$ cat config.mk
export PLATFORM = sky130hd
export DESIGN_NAME = led_pattern_gen
export DESIGN_NICKNAME = d
export VERILOG_FILES = /design/src/rtl/led_pattern_gen.sv
export SDC_FILE = /design/constraint.sdc
export NUM_CORES = 1
export LEC_CHECK = 0
export BUFFER_PORTS_ARGS = -buffer_cell sky130_fd_sc_hd__buf_4
export CAP_MARGIN = 15
export CORE_ASPECT_RATIO = 1.75
export CORE_MARGIN = 2
export CORE_UTILIZATION = 63
export CTS_CLUSTER_DIAMETER = 200
export DETAILED_ROUTE_END_ITERATION = 10
export HOLD_SLACK_MARGIN = 0.08
export PLACE_DENSITY = 0.81
export SYNTH_ARGS = -nofsm -noshare
export SYNTH_HDL_FRONTEND = slang
export SYNTH_SLANG_ARGS = --single-unit
$ cat constraint.sdc
create_clock -name clk -period 8.3 [get_ports clk]
set_input_delay 0.415 -clock clk [delete_from_list [all_inputs] [get_ports clk]]
set_output_delay 0.415 -clock clk [all_outputs]
set_load 0.1 [all_outputs]
$ cat src/rtl/led_pattern_gen.sv
// Multi-channel LED pattern generator. Each channel runs off/on/blink/PWM from
// its own prescaler, and all outputs stay dark until the PLL lock has been stable.
module led_pattern_gen #(
  parameter int                   CHANNELS    = 4,
  parameter int                   DIV_WIDTH   = 24,
  parameter int                   PWM_WIDTH   = 8,
  parameter logic [DIV_WIDTH-1:0] DEFAULT_DIV = DIV_WIDTH'(24'd4999999),
  parameter int                   LOCK_CYCLES = 1024,
  localparam int                  CHAN_W      = (CHANNELS > 1) ? $clog2(CHANNELS) : 1
) (
  input  logic                 clk,
  input  logic                 rst,
  input  logic                 locked,
  input  logic                 cfg_valid,
  output logic                 cfg_ready,
  input  logic [CHAN_W-1:0]    cfg_chan,
  input  logic [1:0]           cfg_mode,
  input  logic [DIV_WIDTH-1:0] cfg_div,
  input  logic [PWM_WIDTH-1:0] cfg_duty,
  output logic [CHANNELS-1:0]  led
);

  localparam int                   LOCK_W   = (LOCK_CYCLES > 1) ? $clog2(LOCK_CYCLES) : 1;
  localparam logic [LOCK_W-1:0]    LOCK_MAX = LOCK_W'(LOCK_CYCLES - 1);
  localparam logic [PWM_WIDTH-1:0] DUTY_RST = PWM_WIDTH'(1) << (PWM_WIDTH - 1);

  typedef enum logic {
    ST_WAIT_LOCK,
    ST_RUN
  } state_e;

  typedef enum logic [1:0] {
    MODE_OFF   = 2'd0,
    MODE_ON    = 2'd1,
    MODE_BLINK = 2'd2,
    MODE_PWM   = 2'd3
  } mode_e;

  state_e                 state_q, state_d;
  logic [LOCK_W-1:0]      lock_cnt_q, lock_cnt_d;
  logic                   cfg_ready_q;
  logic [CHANNELS-1:0]    led_q, led_d;

  mode_e                  mode_q  [CHANNELS];
  mode_e                  mode_d  [CHANNELS];
  logic [DIV_WIDTH-1:0]   div_q   [CHANNELS];
  logic [DIV_WIDTH-1:0]   div_d   [CHANNELS];
  logic [PWM_WIDTH-1:0]   duty_q  [CHANNELS];
  logic [PWM_WIDTH-1:0]   duty_d  [CHANNELS];
  logic [DIV_WIDTH-1:0]   pre_q   [CHANNELS];
  logic [DIV_WIDTH-1:0]   pre_d   [CHANNELS];
  logic [CHANNELS-1:0]    tog_q, tog_d;
  logic [PWM_WIDTH-1:0]   phase_q [CHANNELS];
  logic [PWM_WIDTH-1:0]   phase_d [CHANNELS];

  logic                   wr_en;
  logic                   run_ok;
  logic [31:0]            chan_ext;

  assign wr_en     = cfg_valid & cfg_ready_q;
  assign run_ok    = (state_q == ST_RUN) & locked;
  assign chan_ext  = 32'(cfg_chan);
  assign cfg_ready = cfg_ready_q;
  assign led       = led_q;

  always_comb begin
    state_d    = state_q;
    lock_cnt_d = lock_cnt_q;
    led_d      = '0;
    tog_d      = tog_q;

    case (state_q)
      ST_WAIT_LOCK: begin
        if (!locked) begin
          lock_cnt_d = '0;
        end else if (lock_cnt_q == LOCK_MAX) begin
          state_d    = ST_RUN;
          lock_cnt_d = '0;
        end else begin
          lock_cnt_d = lock_cnt_q + LOCK_W'(1);
        end
      end
      ST_RUN: begin
        if (!locked) begin
          state_d    = ST_WAIT_LOCK;
          lock_cnt_d = '0;
        end
      end
      default: begin
        state_d    = ST_WAIT_LOCK;
        lock_cnt_d = '0;
      end
    endcase

    for (int unsigned i = 0; i < CHANNELS; i++) begin
      mode_d[i]  = mode_q[i];
      div_d[i]   = div_q[i];
      duty_d[i]  = duty_q[i];
      pre_d[i]   = pre_q[i];
      phase_d[i] = phase_q[i];

      if (run_ok) begin
        if (pre_q[i] == '0) begin
          pre_d[i]   = div_q[i];
          tog_d[i]   = ~tog_q[i];
          phase_d[i] = phase_q[i] + PWM_WIDTH'(1);
        end else begin
          pre_d[i]   = pre_q[i] - DIV_WIDTH'(1);
        end
      end else begin
        pre_d[i]   = div_q[i];
        tog_d[i]   = 1'b0;
        phase_d[i] = '0;
      end

      // A config write overrides any tick landing on the same edge.
      if (wr_en && (chan_ext == i)) begin
        mode_d[i]  = mode_e'(cfg_mode);
        div_d[i]   = cfg_div;
        duty_d[i]  = cfg_duty;
        pre_d[i]   = cfg_div;
        tog_d[i]   = 1'b0;
        phase_d[i] = '0;
      end

      // Output is computed from next-state so it lands together with the state.
      if (state_d == ST_RUN) begin
        case (mode_d[i])
          MODE_OFF:   led_d[i] = 1'b0;
          MODE_ON:    led_d[i] = 1'b1;
          MODE_BLINK: led_d[i] = tog_d[i];
          MODE_PWM:   led_d[i] = (phase_d[i] < duty_d[i]);
          default:    led_d[i] = 1'b0;
        endcase
      end
    end
  end

  always_ff @(posedge clk or negedge rst) begin
    if (!rst) begin
      state_q     <= ST_WAIT_LOCK;
      lock_cnt_q  <= '0;
      cfg_ready_q <= 1'b0;
      led_q       <= '0;
      tog_q       <= '0;
      for (int unsigned i = 0; i < CHANNELS; i++) begin
        mode_q[i]  <= MODE_BLINK;
        div_q[i]   <= DEFAULT_DIV;
        duty_q[i]  <= DUTY_RST;
        pre_q[i]   <= DEFAULT_DIV;
        phase_q[i] <= '0;
      end
    end else begin
      state_q     <= state_d;
      lock_cnt_q  <= lock_cnt_d;
      cfg_ready_q <= 1'b1;
      led_q       <= led_d;
      tog_q       <= tog_d;
      for (int unsigned i = 0; i < CHANNELS; i++) begin
        mode_q[i]  <= mode_d[i];
        div_q[i]   <= div_d[i];
        duty_q[i]  <= duty_d[i];
        pre_q[i]   <= pre_d[i];
        phase_q[i] <= phase_d[i];
      end
    end
  end

endmodule

==> results.cfg, run 1 <==
[power]
combPwrFrac_pct = 15.8
p_leak_nw = 7.14
cellPowerDensity_nw_per_um2 = 239
p_int_mw = 2.69
power.switching_mw = 1.03
peakVddDrop_uv = 170
switching_share_pct = 27.7
seq_power_share_pct = 49.3
clkPwrFrac_pct = 34.9

[worst_setup_path]
endpoint_kind = flop
cp_slowest_cell = nand3_1
path_buf_inv = 1
start_kind = flop
crit_type = flop to flop
cp_cell_sequence = inv_1, ha_1, nor3b_1, nand3_1, nor2_2, nand4_1, xor2_1, nor2_1, ha_1, nand4_1, a21o_1, and4b_1, o31ai_1, a21oi_1, o41a_1
crit_family = simple AND/OR/NAND/NOR gates
worst-endpoint-required_ps = 8710
cp_slowest_stage_delay_ps = 530
crit_arrival_ps = 4430
worstPathMaxFanout = 11

[timing]
fin_worst_skew_ps = 15.8
period_needed_ps = 4010
fin_ws_ps = 4290
tightest_slew_ps = 1140
hold_viol_final = 0
grt_setup_unrepaired = false
maxSlewViolCount = 0
finalCritPeriodShare_pct = 48.4
fin_tns_setup_ps = 0
hold_ws_ps = 136
setup_viol = 0
clock.fmax_mhz = 249
slew-limit-headroom_pct = 24.1

[cells_and_area]
antennaDiodeCount = 0
area_delta_synth_final_pct = 10.8
drive_gt1_share_pct = 15.1
fin_area_um2 = 15600
nNetsFinal = 1622

[global_route]
overflow = 0
grtUsageTotal_pct = 30.2
antenna_found_initial = 0
grt_pass1_wl_mm = 56.2
grt_pass1_vias = 11300
grt_max_degree = 169

[clocking]
worst_skew_pair.late_latency_ps = 550
cts_hold_buf = 1
clkTransAtPathRegs_ps = 70
postCtsSetupRepairBufs = 0
clockBufferDepth = 3
cts_root_buf = clkbuf_16
cts_resized = 0
clock_sinks = 284
cts_tree = yes
htreeDepth = 1
numCtsBuffers = 26

[drt]
wire_per_inst_um = 18.4
drc = 0
via_per_inst = 5.99
dr.pass1.iters = 5
ant_nets = 0
finalWirelength_mm = 34.2
drt_iter0_drc = 795
dr_total_vias = 11100

[place]
pre_cts_slack_ps = 4400
dp_hpwl_mm = 23.0
dpl_cell_area_um2 = 14600
port_buffers = 44
gp_congestion = 0.859

[flow_run]
cap_viol_max_count = 0

[floorplanning]
dieHeight_um = 202
start_util_pct = 63.9
dieArea_um2 = 23600
die_w_um = 117
coreArea_um2 = 22000
rows = 72
pin_count = 45

[yosys]
avgSynthCellArea_um2 = 9.21
yosysSeqAreaShare_pct = 51.6
netlist_instances = 1525
synth_edf_count = 0
synth_async_sr_flop_share_pct = 100
synth_warnings = 0
synth_most_common_cell = nand2_1
synth_nets = 1602
synthTopCellsByArea = dfrtp_1, dfstp_2, nand2_1, o21ai_0, xor2_1
syn-cell-area_um2 = 14000
synth_commonest_cells = nand2_1, dfrtp_1, nor2_1
synth_ff_type = dfrtp_1
ys_ff_latch = 284
yosysTopAreaCellShare_pct = 30.6
synthDistinctLibCells = 68
synth_area_leader_cell = dfrtp_1

[run_status]
status = finished, final reports clean

[worst_hold_path]
min_path_type = input port to flop
-- worst min-delay path: stages --
cell and delay (ps):
buf_4 150, nand2_1 70, nand2_1 50
-- area by class of cell --
class | instances | area [um2]
fill | 1686 | 6410
sequential | 284 | 7250
clock buffer | 41 | 860
multi-input combinational | 1133 | 6390
inverter | 42 | 158
clock inverter | 7 | 85.1
timing repair buffer | 58 | 458
tap | 296 | 370
-- final timing paths --
| path | slack [ps] | endpoint | start | cells after the start |
|---|---|---|---|---|
| min in group asynchronous | 490 | phase_q[24]$_DFF_PN0_ | rst | 2 |
| setup / recovery | 4290 | led[1]$_DFF_PN0_ | pre_q[48]$_DFF_PN1_ | 15 |
| setup reg to reg | 4290 | led[1]$_DFF_PN0_ | pre_q[48]$_DFF_PN1_ | 15 |
| hold reg to reg | 460 | div_q[35]$_DFFE_PN1P_ | div_q[35]$_DFFE_PN1P_ | 2 |
| max in group asynchronous | 6410 | pre_q[16]$_DFF_PN0_ | rst | 3 |
| hold / removal | 140 | div_q[27]$_DFFE_PN1P_ | cfg_div[3] | 3 |
-- layout by cell type (no fill, tap or decap), drive strengths merged, types with 8 or more instances in the layout --
cell type  count
xor2          60
nand3         29
o21ai        120
buf           57
ha            37
o31ai          8
inv           42
clkbuf        41
xnor2         47
mux2i         20
o221ai        23
or4           15
dfrtp        172
nand4         24
nor2         128
dfstp        112
a21oi         65
or3           14
and3          14
nor4          29
nor3          27
nand2        390
and2          20
-- kinds of logic after synthesis --
group,count (synthesis),share of synthesized area (%)
AO/OA/AOI/OAI,243,10.1
XOR/XNOR,107,6.67
adder cells (fa/ha/maj),37,3.30
buffers and inverters,108,3.10
flip-flops,284,51.6
multiplexers,22,1.59
other,1,0.0267
AND/OR/NAND/NOR,723,23.7
-- per-stage QoR --
stage | cells | util, % | power, mW
floorplan | 1525 | - | 2.24
global placement | 1812 | 66.5 | 2.40
detailed placement | 1812 | 66.5 | 2.43
CTS | 1861 | 70.8 | 3.74
global route | 1861 | 70.8 | 3.90
finish | 1861 | 70.8 | 3.72
-- sequential cells by signal, summed over array words and instances (netlist names) --
name and flops:
led 4, div_q 96, state_q 1, phase_q 32, lock_cnt_q 10, cfg_ready 1
pre_q 96, mode_q 8, tog_q 4, duty_q 32
-- metal layers --
layer,routed length (um),global-route usage [%],vias to the layer above
li1,-,-,5245
met1,13100,36.9,5455
met2,17600,52.3,339
met3,1650,3.22,106
met4,1920,15.2,0
met5,0,0,-
-- power groups by stage --
stage / Combinational, mW / Clock (mW) / Sequential [mW]
2_1_floorplan: 0.426 / 0 / 1.81
3_3_place_gp: 0.558 / 0 / 1.84
3_5_place_dp: 0.581 / 0 / 1.85
4_1_cts: 0.589 / 1.32 / 1.83
5_1_grt: 0.664 / 1.37 / 1.86
6_report: 0.589 / 1.30 / 1.83
Note: power is estimated with default switching activity, not from simulation.
==> run 2, diff against run 1 <==
CORE_UTILIZATION = 56   (was 63)
PLACE_DENSITY = 0.76   (was 0.81)
clock period = 3.38 ns   (was 8.3 ns; I/O delays follow)
==> run 2 against run 1 <==
The run now ends with setup timing left. Sequential share of layout area down 2.9 points. Largest cell class unchanged. Highest routed layer unchanged. Via count up 1.5%. Clock power rose to 2.5 times the previous value. Largest power group unchanged.
==> results.cfg, run 2 (synthesis results as in run 1) <==
[worst_hold_path]
hold_depth = 4
min_path_type = input port to flop

[timing]
tightest_slew_ps = 899
clock.fmax_mhz = 280
maxSlewViolCount = 0
hold_ws_ps = 114
finalCritPeriodShare_pct = 106
setup_viol = 1
period_needed_ps = 3570
grt_setup_unrepaired = true
slew-limit-headroom_pct = 40.1
fin_ws_ps = -188
hold_viol_final = 0
fin_worst_skew_ps = 8.66

[clocking]
worst_skew_pair.late_latency_ps = 540
htreeDepth = 1
cts_root_buf = clkbuf_16
clkTransAtPathRegs_ps = 60
numCtsBuffers = 27
clock_sinks = 284
cts_tree = yes
clockBufferDepth = 3

[cells_and_area]
area_delta_synth_final_pct = 18.2
fin_area_um2 = 16600
fillers = 1924
antennaDiodeCount = 0
layout_common_cells = nand2_1, dfrtp_1, nor2_1
top_regs = div_q (96), pre_q (96)
final_common_cell = nand2_1
drive_gt1_share_pct = 19.6
multiInputGateArea_um2 = 6530
nNetsFinal = 1724
seqCellArea_um2 = 7250

[drt]
wire_per_inst_um = 17.9
ant_nets = 0
dr_total_vias = 11300
dr.pass1.iters = 5
drc = 0
drt_iter0_drc = 878
finalWirelength_mm = 35.4
via_per_inst = 5.72

[worst_setup_path]
r2r_slack_ps = -190
setup.worst_path.start = pre_q[91]$_DFF_PN1_
cp_slowest_cell = or4_4
reg2reg_from = pre_q[91]$_DFF_PN1_
r2r_end = led[0]$_DFF_PN0_
path_buf_inv = 0
endpoint_kind = flop
cp-endpoint = led[0]$_DFF_PN0_
reg2reg_depth = 13
cp_cell_sequence = or4_4, or3_4, and4bb_4, nand4_1, xor2_1, nor2_1, ha_1, a21oi_2, nand2_2, a2111oi_4, o21ai_1, a211oi_2, o31a_1
crit_type = flop to flop
worstPathMaxFanout = 6
start_kind = flop
path_depth = 13
cp_slowest_stage_delay_ps = 530
crit_arrival_ps = 4050
worst-endpoint-required_ps = 3860
crit_family = simple AND/OR/NAND/NOR gates

[global_route]
grt_use_met2_pct = 49.2
grtUsageMet1_pct = 31.8
antenna_found_initial = 0
grt_most_used_layer = met2
overflow = 0
grt_pass1_vias = 11500
grt_max_degree = 113
grt_pass1_wl_mm = 56.8
grtUsageTotal_pct = 27.4
met3_usage_pct = 2.61

[floorplanning]
dieHeight_um = 214
die_w_um = 124
pin_count = 45
dieArea_um2 = 26400
start_util_pct = 57.0
coreArea_um2 = 24600
rows = 76

[place]
dp_hpwl_mm = 24.2
dpl_cell_area_um2 = 15000
gp_congestion = 0.856
pre_cts_slack_ps = -199
port_buffers = 44

[run_status]
violations = setup timing
status = finished, violations left

[flow_run]
cap_viol_max_count = 0

[power]
peakVddDrop_uv = 477
p_leak_nw = 7.66
cellPowerDensity_nw_per_um2 = 568
## run 2: cell types whose count changed in the layout (fill, tap and decap cells not counted), sizes merged
cell	before	now
clkbuf	41	40
dlygate4sd3	1	36
inv	42	43
buf	57	123
clkinvlp	0	1
## run 2: final cells by class
| type | count | share of cell area [%] |
|---|---|---|
| Inverter | 42 | 0.949 |
| Clock inverter | 9 | 0.595 |
| Timing Repair Buffer | 159 | 7.92 |
| Tap cell | 312 | 2.35 |
| Sequential cell | 284 | 43.6 |
| Multi-Input combinational cell | 1133 | 39.3 |
| Clock buffer | 40 | 5.23 |
## run 2: repair_timing
item	4_1_cts	5_1_grt
resized for setup	13	18
endpoints found under the setup margin	4	4
pin swaps	24	30
hold endpoints to repair	319	0
hold buffers	36	0
setup buffers	9	6
## run 2: how the worst min path moves through the flow
stage / start / end
floorplan: rst / div_q[10]$_DFFE_PN0P_
global placement: rst / phase_q[21]$_DFF_PN0_
detailed placement: rst / phase_q[21]$_DFF_PN0_
CTS: cfg_chan[1] / duty_q[31]$_DFF_PN1_
global route: cfg_chan[1] / duty_q[31]$_DFF_PN1_
finish: cfg_chan[1] / duty_q[31]$_DFF_PN1_
## run 2: stage by stage
stage | total power [mW] | cells | TNS, ps | utilization, %
5_1_grt | 9.89 | 1979 | -652 | 67.5
2_1_floorplan | 5.50 | 1525 | 0 | -
6_report | 9.43 | 1979 | -188 | 67.5
3_3_place_gp | 6.01 | 1879 | -6.56 | 61.0
3_5_place_dp | 6.10 | 1879 | -296 | 61.0
4_1_cts | 9.44 | 1973 | -94.7 | 66.9
## run 2: tightest hold or removal path, delay by kind of cell
kind / cells / cell delay [ps]
buffers and inverters: 2 / 210
muxes: 1 / 150
and+or+nand+nor: 1 / 90
## run 2: routing by layer
| layer | vias up | part of all wire [%] |
|---|---|---|
| li1 | 5421 | - |
| met1 | 5542 | 39 |
| met2 | 256 | 52 |
| met3 | 93 | 3.2 |
| met4 | 0 | 5.5 |
| met5 | - | 0 |
## run 2: where the power goes
| group | switching, mW | internal (mW) |
|---|---|---|
| clock network | 1.32 | 1.94 |
| logic | 0.915 | 0.772 |
| registers | 0.369 | 4.12 |
| total | 2.61 | 6.82 |
